### config.mk
export PLATFORM = sky130hd
export DESIGN_NAME = display_scheduler
export DESIGN_NICKNAME = d
export VERILOG_FILES = /design/src/rtl/display_scheduler.sv
export SDC_FILE = /design/constraint.sdc
export NUM_CORES = 1
export LEC_CHECK = 0
export ABC_AREA = 1
export BUFFER_PORTS_ARGS = -buffer_cell sky130_fd_sc_hd__buf_2
export CELL_PAD_IN_SITES_DETAIL_PLACEMENT = 1
export CELL_PAD_IN_SITES_GLOBAL_PLACEMENT = 1
export CORE_MARGIN = 2
export CORE_UTILIZATION = 39
export DETAILED_ROUTE_END_ITERATION = 8
export PLACE_DENSITY = 0.93
export SETUP_SLACK_MARGIN = 0.3
export SYNTH_ARGS = -nofsm -noshare
export SYNTH_HDL_FRONTEND = slang
export SYNTH_SLANG_ARGS = --single-unit
### constraint.sdc
create_clock -name clk -period 3.47 [get_ports clk]
set_clock_uncertainty 0.15 [all_clocks]
set_input_delay 0.5205 -clock clk [delete_from_list [all_inputs] [get_ports clk]]
set_output_delay 0.5205 -clock clk [all_outputs]
set_load 0.05 [all_outputs]
### src/rtl/display_scheduler.sv
// Display scheduler: shows the user-selected source page and briefly overlays
// any other source that reports a change. Overlays queue up in a pending mask
// and are shown one after another, lowest index first.
// Optional feature: define DISP_AUTOSCAN_EN to advance the page automatically
// after AUTOSCAN_CYCLES idle cycles in SHOW.
module display_scheduler #(
  parameter int unsigned HOLD_CYCLES     = 150000000,
  parameter int unsigned AUTOSCAN_CYCLES = 500000000
) (
  input  logic         clk,
  input  logic         rst,
  input  logic         sel_btn,
  input  logic [99:0]  src_value,
  input  logic [4:0]   upd_pulse,
  output logic [19:0]  value,
  output logic [3:0]   mode,
  output logic [2:0]   page,
  output logic         overlay_active
);

  // Both durations are loaded as N-1, so zero would underflow.
  if (HOLD_CYCLES == 0 || AUTOSCAN_CYCLES == 0) begin : g_bad_param
    $error("display_scheduler: HOLD_CYCLES and AUTOSCAN_CYCLES must be nonzero");
  end

  localparam logic [31:0] HoldLast = 32'(HOLD_CYCLES - 1);

  typedef enum logic [0:0] {StShow, StOverlay} state_e;

  state_e      state_q, state_d;
  logic [2:0]  page_q, page_d;
  logic [2:0]  ovl_src_q, ovl_src_d;
  logic [4:0]  pending_q, pending_d;
  logic [31:0] timer_q, timer_d;
  logic [19:0] value_q, value_d;
  logic [3:0]  mode_q, mode_d;
  logic        ovl_act_q, ovl_act_d;

  // Scratch terms for next-state evaluation.
  logic [2:0]  page_eff;
  logic [4:0]  upd_eff;
  logic [4:0]  pend_merge;
  logic [4:0]  pend_avail;
  logic [2:0]  disp_idx;

`ifdef DISP_AUTOSCAN_EN
  localparam logic [31:0] ScanLast = 32'(AUTOSCAN_CYCLES - 1);
  logic [31:0] scan_q, scan_d;
`endif

  function automatic logic [2:0] next_page(input logic [2:0] p);
    return (p == 3'd4) ? 3'd0 : p + 3'd1;
  endfunction

  function automatic logic [4:0] idx_onehot(input logic [2:0] i);
    return 5'b00001 << i;
  endfunction

  function automatic logic [2:0] lowest_idx(input logic [4:0] v);
    logic [2:0] r;
    r = 3'd0;
    for (int k = 4; k >= 0; k--) begin
      if (v[k]) r = 3'(k);
    end
    return r;
  endfunction

  // Next-state logic for the SHOW/OVERLAY FSM, page, pending mask and timer.
  always_comb begin
    state_d    = state_q;
    page_d     = page_q;
    ovl_src_d  = ovl_src_q;
    pending_d  = pending_q;
    timer_d    = timer_q;
    page_eff   = page_q;
    upd_eff    = 5'b0;
    pend_merge = 5'b0;
    pend_avail = 5'b0;
`ifdef DISP_AUTOSCAN_EN
    scan_d     = scan_q;
`endif
    case (state_q)
      StShow: begin
        // Page change is applied first so updates compare against the new page.
        if (sel_btn) page_eff = next_page(page_q);
`ifdef DISP_AUTOSCAN_EN
        if (sel_btn) begin
          scan_d = 32'd0;
        end else if (scan_q == ScanLast) begin
          page_eff = next_page(page_q);
          scan_d   = 32'd0;
        end else begin
          scan_d = scan_q + 32'd1;
        end
`endif
        page_d  = page_eff;
        upd_eff = upd_pulse & ~idx_onehot(page_eff);
        if (upd_eff != 5'b0) begin
          state_d   = StOverlay;
          ovl_src_d = lowest_idx(upd_eff);
          pending_d = upd_eff & ~idx_onehot(lowest_idx(upd_eff));
          timer_d   = HoldLast;
`ifdef DISP_AUTOSCAN_EN
          scan_d    = 32'd0;
`endif
        end
      end
      StOverlay: begin
`ifdef DISP_AUTOSCAN_EN
        scan_d     = 32'd0;
`endif
        upd_eff    = upd_pulse & ~idx_onehot(page_q);
        pend_merge = pending_q | (upd_eff & ~idx_onehot(ovl_src_q));
        pend_avail = pend_merge & ~idx_onehot(page_q);
        if (sel_btn) begin
          // Adopt the overlaid source as the page and drop the queue.
          page_d    = ovl_src_q;
          pending_d = 5'b0;
          timer_d   = 32'd0;
          state_d   = StShow;
        end else if (upd_eff[ovl_src_q]) begin
          timer_d   = HoldLast;
          pending_d = pend_merge;
        end else if (timer_q == 32'd0) begin
          if (pend_avail != 5'b0) begin
            ovl_src_d = lowest_idx(pend_avail);
            pending_d = pend_avail & ~idx_onehot(lowest_idx(pend_avail));
            timer_d   = HoldLast;
          end else begin
            pending_d = 5'b0;
            state_d   = StShow;
          end
        end else begin
          timer_d   = timer_q - 32'd1;
          pending_d = pend_merge;
        end
      end
      default: state_d = StShow;
    endcase
  end

  // Output next-state: select the displayed source from the current state.
  always_comb begin
    disp_idx = (state_q == StOverlay) ? ovl_src_q : page_q;
    value_d  = src_value[19:0];
    case (disp_idx)
      3'd1:    value_d = src_value[39:20];
      3'd2:    value_d = src_value[59:40];
      3'd3:    value_d = src_value[79:60];
      3'd4:    value_d = src_value[99:80];
      default: value_d = src_value[19:0];
    endcase
    mode_d    = {1'b0, disp_idx};
    ovl_act_d = (state_q == StOverlay);
  end

  // State and output registers with synchronous reset.
  always_ff @(posedge clk) begin
    if (rst) begin
      state_q   <= StShow;
      page_q    <= 3'd0;
      ovl_src_q <= 3'd0;
      pending_q <= 5'b0;
      timer_q   <= 32'd0;
      value_q   <= 20'd0;
      mode_q    <= 4'd0;
      ovl_act_q <= 1'b0;
    end else begin
      state_q   <= state_d;
      page_q    <= page_d;
      ovl_src_q <= ovl_src_d;
      pending_q <= pending_d;
      timer_q   <= timer_d;
      value_q   <= value_d;
      mode_q    <= mode_d;
      ovl_act_q <= ovl_act_d;
    end
  end

`ifdef DISP_AUTOSCAN_EN
  // Idle counter for automatic page advance.
  always_ff @(posedge clk) begin
    if (rst) scan_q <= 32'd0;
    else     scan_q <= scan_d;
  end
`endif

  assign value          = value_q;
  assign mode           = mode_q;
  assign page           = page_q;
  assign overlay_active = ovl_act_q;

endmodule

==> flow_summary.toml, run 1 <==
[status]
status = "finished clean"

[clocking]
numCtsBuffers = 9
ctsHtreeMaxLevel = 3
clk_latency_ns = 0.35
cts.sinks = 68
clock-root-buffer = "clkbuf_16"
cts_tree = "yes"
hold_buffers = 0
cts_buffer_depth = 2
clk_pin_slew_ns = 0.06

[route]
remaining_drc_errors = 0
vias = 5959
drt_iter0_drc = 261
ant_nets = 0
vias_per_cell = 5.26
wl_microns = 17900
routedWlPerCell_microns = 15.8
dr.pass1.iters = 4

[die]
die_h_microns = 117
dieArea_sq_um = 13800
pin_count = 136
rows = 41
start_util = 0.398
core_sq_um = 12600
die_x_microns = 117

[placed_design]
port_buffers = 134
post-place-ws_ns = 0.524
place.gp.congestion = 0.919
dp_hpwl_microns = 13300
placed_cell_area_sq_um = 5790

[finish]
multi_input_area_sq_um = 2910
ff_latch_area_sq_um = 1360
area_growth_syn_to_layout_pct = 20.7
final_area_sq_um = 6060
nFillCells = 1830
drive_gt1_frac = 0.221
nets = 1070
utilization = 0.480

[timing]
relSlewSlack = 0.374
rsz0062_at_grt = "false"
setup_slack_ns = 0.587
hold_viol = 0
fmax_mhz = 347
finalCriticalPeriod_ns = 2.88
finalCritPeriodShare = 0.831
setup_tns_ns = 0
setup_violations = 0
holdWs_ns = 0.304
worst-slew-pin-transition_ns = 0.936
slew_viol_final = 0

[critical_path]
critPathKind = "flop to flop"
endpoint = "timer_q[19]$_SDFFE_PP0P_"
crit_path_end_kind = "flop"
worstRegToRegCells = 13
reg2reg_from = "page[0]$_SDFFE_PP0P_"
cp.arrival_ns = 3.00
setup.worst_path.start = "page[0]$_SDFFE_PP0P_"
reg2reg_to = "timer_q[19]$_SDFFE_PP0P_"
startpoint_type = "flop"
r2r_slack_ns = 0.59
cp_max_fo = 32
cp.required_ns = 3.59

[global_routing]
grt_max_degree = 45
antenna_found_initial = 1
grtUsageTotal = 0.263
grt_pass1_wl_microns = 29600
grt.overflow.total = 0
grt_pass1_vias = 6276

[synthesis]
synth.ff_latch_count = 68
avgSynthCellArea_sq_um = 5.98
yosysTopAreaCellShare = 0.271
netlist_instances = 840
ys_seq_area_frac = 0.271
synth_fp_nets = 954
synth_cell_types = 39
yosysTopAreaCell = "dfxtp_1"
yosys-top-cells-area = "dfxtp_1, nand2_1, inv_1, nor2_1, a21oi_1"
ys.warnings.count = 0
syn_area_sq_um = 5020

[power_and_ir_drop]
power_per_cell_area_nw_per_um2 = 453
vdd_ir_drop_max_mv = 0.207
p_leak_nw = 3.13

[worst_hold_path]
hold_class = "input port to flop"

[run]
max-cap-violations = 0
==> report_power, final <==
part,total (mW),switching (mW),internal [mW]
logic,0.956,0.684,0.272
registers,0.918,0.0576,0.861
clock network,0.870,0.351,0.520
total,2.74,1.09,1.65
==> cell families (layout without fill, tap and decap cells) <==
logic type	count (synthesis)	in the layout	share of synthesized area
and+or+nand+nor	408	408	0.359
other	1	2	0.000747
DFF	68	68	0.271
xor gates and xnor gates	14	14	0.0244
adders and majority gates	6	6	0.0149
AOI/OAI and AO/OA	156	156	0.181
buffers and inverters	187	307	0.149
==> flip-flops by register name (all words and copies together) (netlist names) <==
register	flops
timer_q	32
value	20
pending_q	5
mode	3
ovl_src_q	3
page	3
overlay_active	1
ovl_act_d	1
==> placed cells by master, fill, tap and decap left out, types with 2 or more instances in the layout <==
cell type,synthesis,final
xnor2_1,2,2
a21oi_2,10,10
nand2_2,21,21
buf_2,5,134
clkbuf_8,0,2
o21bai_1,2,2
a31oi_1,3,3
inv_1,142,142
nand3_1,58,58
o211ai_1,4,4
xor2_1,12,12
dfxtp_1,68,68
clkbuf_16,0,9
clkbuf_1,21,3
nor3_1,13,13
nand2_4,2,2
buf_4,2,7
nor2_1,127,127
o21ai_0,32,32
nor2_4,3,3
nor2_2,8,8
inv_2,7,7
ha_1,6,6
nand2_1,160,160
a21oi_1,61,61
o22ai_1,40,40
nand4_1,10,10
==> area by class of cell <==
| class | count | area share |
|---|---|---|
| clock inverter | 1 | 0.00124 |
| tap | 172 | 0.0355 |
| clock buffer | 14 | 0.0435 |
| sequential | 68 | 0.225 |
| timing repair buffer | 142 | 0.121 |
| inverter | 150 | 0.0933 |
| multi-input combinational | 585 | 0.480 |
| antenna | 1 | 0.000413 |
==> repair_timing <==
action                                  CTS  global route
endpoints found under the setup margin    0            20
gates resized for setup                   0             1
buffers inserted                          0             0
==> cell usage after synthesis (all sizes together) <==
cell type  number
nand2         183
inv           150
nor2          139
a21oi          71
dfxtp          68
nand3          59
o22ai          40
o21ai          34
clkbuf         21
buf            16
nor3           13
xor2           12
nand4          11
ha              6
o211ai          4
a31oi           3
o21bai          2
xnor2           2
a21boi          1
and2            1
conb            1
nor3b           1
o21a            1
or2             1
==> stage by stage <==
step	instances	power [mW]
global placement	1117	1.84
finish	1133	2.74
CTS	1132	2.76
detailed placement	1117	1.87
global route	1133	2.90
floorplan	840	1.60
==> worst min path at each step <==
stage / end / from / slack, ns / cells past startpoint
floorplan: pending_q[0]$_SDFFE_PP0P_ / pending_q[0]$_SDFFE_PP0P_ / 0.29 / 2
global placement: pending_q[0]$_SDFFE_PP0P_ / pending_q[0]$_SDFFE_PP0P_ / 0.31 / 2
detailed placement: pending_q[0]$_SDFFE_PP0P_ / pending_q[0]$_SDFFE_PP0P_ / 0.31 / 2
CTS: value[2]$_SDFF_PP0_ / src_value[2] / 0.30 / 3
global route: value[13]$_SDFF_PP0_ / src_value[13] / 0.32 / 3
finish: value[2]$_SDFF_PP0_ / src_value[2] / 0.30 / 3
==> routing by layer <==
layer  global-route usage  vias up  share of wire
li1                     -     2893              -
met1                0.294     2856           0.41
met2                0.469      154           0.50
met3               0.0649       56          0.047
met4                0.120        0          0.038
met5                    0        -              0
==> critical path, stage by stage, from the launching register on <==
cell and delay [ns]:
dfxtp_1 0.46, ha_1 0.19, ha_1 0.16, inv_1 0.06, nand4_1 0.06, nand2_1 0.07, o21ai_2 0.15, nand2_2 0.27
inv_2 0.35, nand3_2 0.13, o21ai_4 0.15, buf_6 0.30, nand2_1 0.12, a21oi_1 0.15
Note: power is estimated with default switching activity, not from simulation.
==> run 2: changes to the inputs <==
Settings changed: CORE_UTILIZATION 39 to 36, PLACE_DENSITY 0.93 to 0.87.
Clock period 3.47 ns to 3 ns, I/O delays scaled along.
==> run 2 against run 1 <==
Against the previous run: final cell count rose by 2.6%; critical path type unchanged; first-iteration DRC count fell by 3.1%; hold slack got worse by 0.065 ns.
==> flow_summary.toml, run 2 (synthesis results as in run 1) <==
[die]
pin_count = 136
die_x_microns = 122
rows = 43
die_h_microns = 122
core_sq_um = 13800
start_util = 0.365
dieArea_sq_um = 14900

[clocking]
clk_pin_slew_ns = 0.06
cts_tree = "yes"
cts_buffer_depth = 2
ctsHtreeMaxLevel = 3
numCtsBuffers = 9
cts.sinks = 68
hold_buffers = 0
clock-root-buffer = "clkbuf_16"
clk_latency_ns = 0.34

[route]
drt_iter0_drc = 253
wl_microns = 18500
routedWlPerCell_microns = 15.9
vias_per_cell = 5.16
remaining_drc_errors = 0
vias = 5997
ant_nets = 0
dr.pass1.iters = 4

[critical_path]
max_stage_delay_ns = 0.34
critPathBufInv = 2
cp_max_fo = 8
cp_cell_sequence = "ha_1 -> ha_1 -> inv_1 -> nand2_1 -> nand2_1 -> nand2_2 -> nand3_1 -> nand2_1 -> nand2_2 -> nor2_2 -> nand2_4 -> o21ai_4 -> buf_4 -> nand2_2 -> a21oi_2"
crit_family = "simple AND/OR/NAND/NOR gates"
cp.required_ns = 3.12
crit_slowest_cell = "dfxtp_1"
startpoint_type = "flop"
crit_path_end_kind = "flop"
cp.arrival_ns = 2.64
critPathKind = "flop to flop"

[timing]
finalCriticalPeriod_ns = 2.52
finalCritPeriodShare = 0.840
fmax_mhz = 397
slew_viol_final = 0
rsz0062_at_grt = "false"
setup_violations = 0
setup_tns_ns = 0
hold_viol = 0

[finish]
largest_reg_flops = 32
nFillCells = 1997
nets = 1092
top_register = "timer_q"
area_growth_syn_to_layout_pct = 24.8
drive_gt1_frac = 0.241
layout_commonest_cell = "nand2_1"
mostFrequentLayoutCells = "nand2_1, inv_1, buf_2, nor2_1, dfxtp_1"

[power_and_ir_drop]
power_mw = 3.25
power_per_cell_area_nw_per_um2 = 519
p_leak_nw = 3.25
vdd_ir_drop_max_mv = 0.312

[run]
max-cap-violations = 0

[status]
status = "finished clean"

[global_routing]
grt.overflow.total = 0
grtUsageTotal = 0.249
antenna_found_initial = 1
grt_max_degree = 43
grt_pass1_wl_microns = 29400
grt_pass1_vias = 6070

[worst_hold_path]
hold_class = "input port to flop"

[placed_design]
port_buffers = 134
place.gp.congestion = 0.862
dp_hpwl_microns = 13000
## run 2: cell count changes in the layout (fill, tap and decap cells not counted), moves of 2 or more
| cell | delta |
|---|---|
| buf_4 | +19 |
| clkbuf_8 | -2 |
| clkinv_2 | +2 |
| o21ai_4 | +2 |
## run 2: per-stage QoR
step / worst slack (ns) / utilization / instances / hold slack (ns) / cell area, sq um
3_3_place_gp: 0.327 / 0.427 / 1136 / 0.301 / 5880
3_5_place_dp: 0.246 / 0.427 / 1136 / 0.316 / 5880
6_report: 0.479 / 0.455 / 1162 / 0.239 / 6270
5_1_grt: 0.306 / 0.455 / 1162 / 0.252 / 6270
2_1_floorplan: 0.445 / - / 840 / 0.289 / 5020
4_1_cts: 0.347 / 0.448 / 1151 / 0.236 / 6170
## run 2: layout make-up
class	count	area [sq um]	share of cell area
sequential	68	1360	0.217
timing repair buffer	161	877	0.140
inverter	150	566	0.0902
clock inverter	3	40.0	0.00639
multi-input combinational	588	2960	0.473
antenna	1	2.50	0.000399
clock buffer	11	233	0.0371
tap	180	225	0.0359
## run 2: power by group
group          total (mW)  switching, mW  internal [mW]
clock network        1.04          0.406          0.632
registers            1.06         0.0625          0.996
logic                1.16          0.811          0.345
## run 2: what timing repair did
action | CTS | global route
resized for setup | 1 | 5
endpoints found under the hold margin | 0 | 0
pin swaps | 0 | 1
setup buffers | 0 | 8
endpoints found under the setup margin | 23 | 37
cloned | 1 | 2
## run 2: final timing paths
kind	cells after the start	start	end	slack, ns
max	15	page[0]$_SDFFE_PP0P_	timer_q[11]$_SDFFE_PP0P_	0.48
min	3	src_value[8]	value[8]$_SDFF_PP0_	0.24
max reg2reg	15	page[0]$_SDFFE_PP0P_	timer_q[11]$_SDFFE_PP0P_	0.48
min reg2reg	2	pending_q[0]$_SDFFE_PP0P_	pending_q[0]$_SDFFE_PP0P_	0.32
## run 2: per-layer routing
layer	GRT usage	part of all wire	up-vias
met2	0.452	0.50	174
met1	0.292	0.42	2850
met3	0.0496	0.053	37
met4	0.0819	0.023	0
met5	0	0	-
li1	-	-	2936
## run 2: tightest hold or removal path: cells and delay by family
| kind | cells | cell delay [ns] |
|---|---|---|
| AO/OA/AOI/OAI | 2 | 0.17 |
| buffers and inverters | 1 | 0.07 |
==> run 3: changes to the inputs <==
Clock period 3 ns to 2.6 ns, I/O delays scaled along.
==> run 3 against run 2 <==
Against the previous run: first-iteration DRC count grew 27%; design area grew 8.1%; largest cell class unchanged; global-route usage grew 2.3 points; critical endpoint is now timer_q[20]$_SDFFE_PP0P_; total power grew 24%.
==> flow_summary.toml, run 3 (synthesis results as in run 1) <==
[status]
status = "finished clean"

[critical_path]
worstRegToRegCells = 17
crit_path_end_kind = "flop"
cp_max_fo = 8
startpoint_type = "flop"
critPathKind = "flop to flop"
cp.arrival_ns = 2.52
cp.required_ns = 2.69
reg2reg_from = "page[1]$_SDFFE_PP0P_"
reg2reg_to = "timer_q[20]$_SDFFE_PP0P_"
r2r_slack_ns = 0.18

[global_routing]
grt_max_degree = 41
grt.overflow.total = 0
grt_pass1_wl_microns = 31800
grt_pass1_vias = 6569
grtUsageTotal = 0.272
antenna_found_initial = 0

[timing]
rsz0062_at_grt = "true"
setup_tns_ns = 0
fmax_mhz = 413
setup_slack_ns = 0.177
setup_violations = 0
finalCriticalPeriod_ns = 2.42
finalCritPeriodShare = 0.932
slew_viol_final = 0
hold_viol = 0

[route]
routedWlPerCell_microns = 17.8
drt_iter0_drc = 321
route.top_layer_used = "met4"
ant_nets = 0
dr.pass1.iters = 4
vias_per_cell = 5.30
wl_microns = 20900
wl_met1_microns = 8380
wl_met3_microns = 1190
vias = 6232
wl_met2_microns = 10500
remaining_drc_errors = 0

[clocking]
cts_buffer_depth = 2
numCtsBuffers = 9
ctsHtreeMaxLevel = 3
cts_tree = "yes"
clock-root-buffer = "clkbuf_16"
clk_pin_slew_ns = 0.06
cts.sinks = 68
hold_buffers = 0
clk_latency_ns = 0.35

[finish]
mostFrequentLayoutCells = "inv_1, buf_2, nand2_1, nor2_1, dfxtp_1"
layout_commonest_cell = "inv_1"
ff_latch_area_sq_um = 1370
utilization = 0.492
multi_input_area_sq_um = 3210
largest_reg_flops = 32
drive_gt1_frac = 0.307
top_register = "timer_q"
area_growth_syn_to_layout_pct = 34.9
antennaDiodeCount = 0
nFillCells = 1933
nets = 1104

[die]
pin_count = 136
start_util = 0.365
rows = 43
dieArea_sq_um = 14900
die_h_microns = 122
core_sq_um = 13800
die_x_microns = 122

[placed_design]
post-place-ws_ns = 0.183
port_buffers = 134
dp_hpwl_microns = 13100
place.gp.congestion = 0.911

[worst_hold_path]
hold_start = "src_value[19]"
holdPathStages = 3
min_to = "value[19]$_SDFF_PP0_"
hold_class = "input port to flop"

[power_and_ir_drop]
vdd_ir_drop_max_mv = 0.422
power_per_cell_area_nw_per_um2 = 594
p_leak_nw = 3.43

[run]
max-cap-violations = 0
-- run 3: metrics by stage --
step | hold slack [ns] | cells | total power, mW | cell area, sq um
after global placement | 0.311 | 1138 | 2.50 | 5930
after floorplan | 0.289 | 840 | 2.14 | 5030
after CTS | 0.165 | 1168 | 3.89 | 6490
after detailed placement | 0.329 | 1138 | 2.54 | 5930
after global routing | 0.190 | 1175 | 4.21 | 6780
final | 0.177 | 1175 | 4.02 | 6780
-- run 3: what timing repair did --
| action | 4_1_cts | 5_1_grt |
|---|---|---|
| buffers inserted | 11 | 7 |
| setup endpoints to repair | 45 | 61 |
| cloned | 3 | 0 |
| resized for setup | 26 | 63 |
| pin swaps | 14 | 23 |
| endpoints found under the hold margin | 0 | 0 |
-- run 3: critical path: stages, from the launching register on --
cell	delay, ns
dfxtp_4	0.38
ha_4	0.18
ha_4	0.27
inv_2	0.04
nand2_2	0.08
nand2_4	0.07
nand2_8	0.10
nand3_4	0.08
nand2_4	0.09
nand2_4	0.07
nor2_4	0.12
nand2_2	0.09
o21ai_4	0.09
buf_12	0.16
buf_16	0.14
nand2_1	0.06
nand2_1	0.07
nor2_1	0.06
-- run 3: how the worst max path moves through the flow --
stage,startpoint,end,slack (ns),depth (start not counted)
6_report,page[1]$_SDFFE_PP0P_,timer_q[20]$_SDFFE_PP0P_,0.18,17
2_1_floorplan,page[2]$_SDFFE_PP0P_,timer_q[0]$_SDFFE_PP0P_,0.35,16
5_1_grt,page[1]$_SDFFE_PP0P_,timer_q[20]$_SDFFE_PP0P_,0.07,17
4_1_cts,timer_q[0]$_SDFFE_PP0P_,timer_q[5]$_SDFFE_PP0P_,0.30,13
3_5_place_dp,page[0]$_SDFFE_PP0P_,pending_q[4]$_SDFFE_PP0P_,0.18,17
3_3_place_gp,page[0]$_SDFFE_PP0P_,pending_q[2]$_SDFFE_PP0P_,0.26,15
-- run 3: routing by layer --
metal	track usage	vias up
li1	-	2959
met1	0.308	2985
met2	0.479	221
met3	0.0552	67
met4	0.146	0
met5	0	-
-- run 3: area by class of cell --
cell class	instances	share of cell area
sequential	68	0.203
clock buffer	12	0.0364
clock inverter	4	0.00739
timing repair buffer	176	0.162
tap	180	0.0332
multi-input combinational	585	0.474
inverter	150	0.0846
-- run 3: power breakdown --
part           switching [mW]  internal [mW]  leakage (nW)  total [mW]
clock                   0.517          0.768         0.139        1.29
combinational            1.03          0.477          2.72        1.51
sequential             0.0781           1.15         0.564        1.23
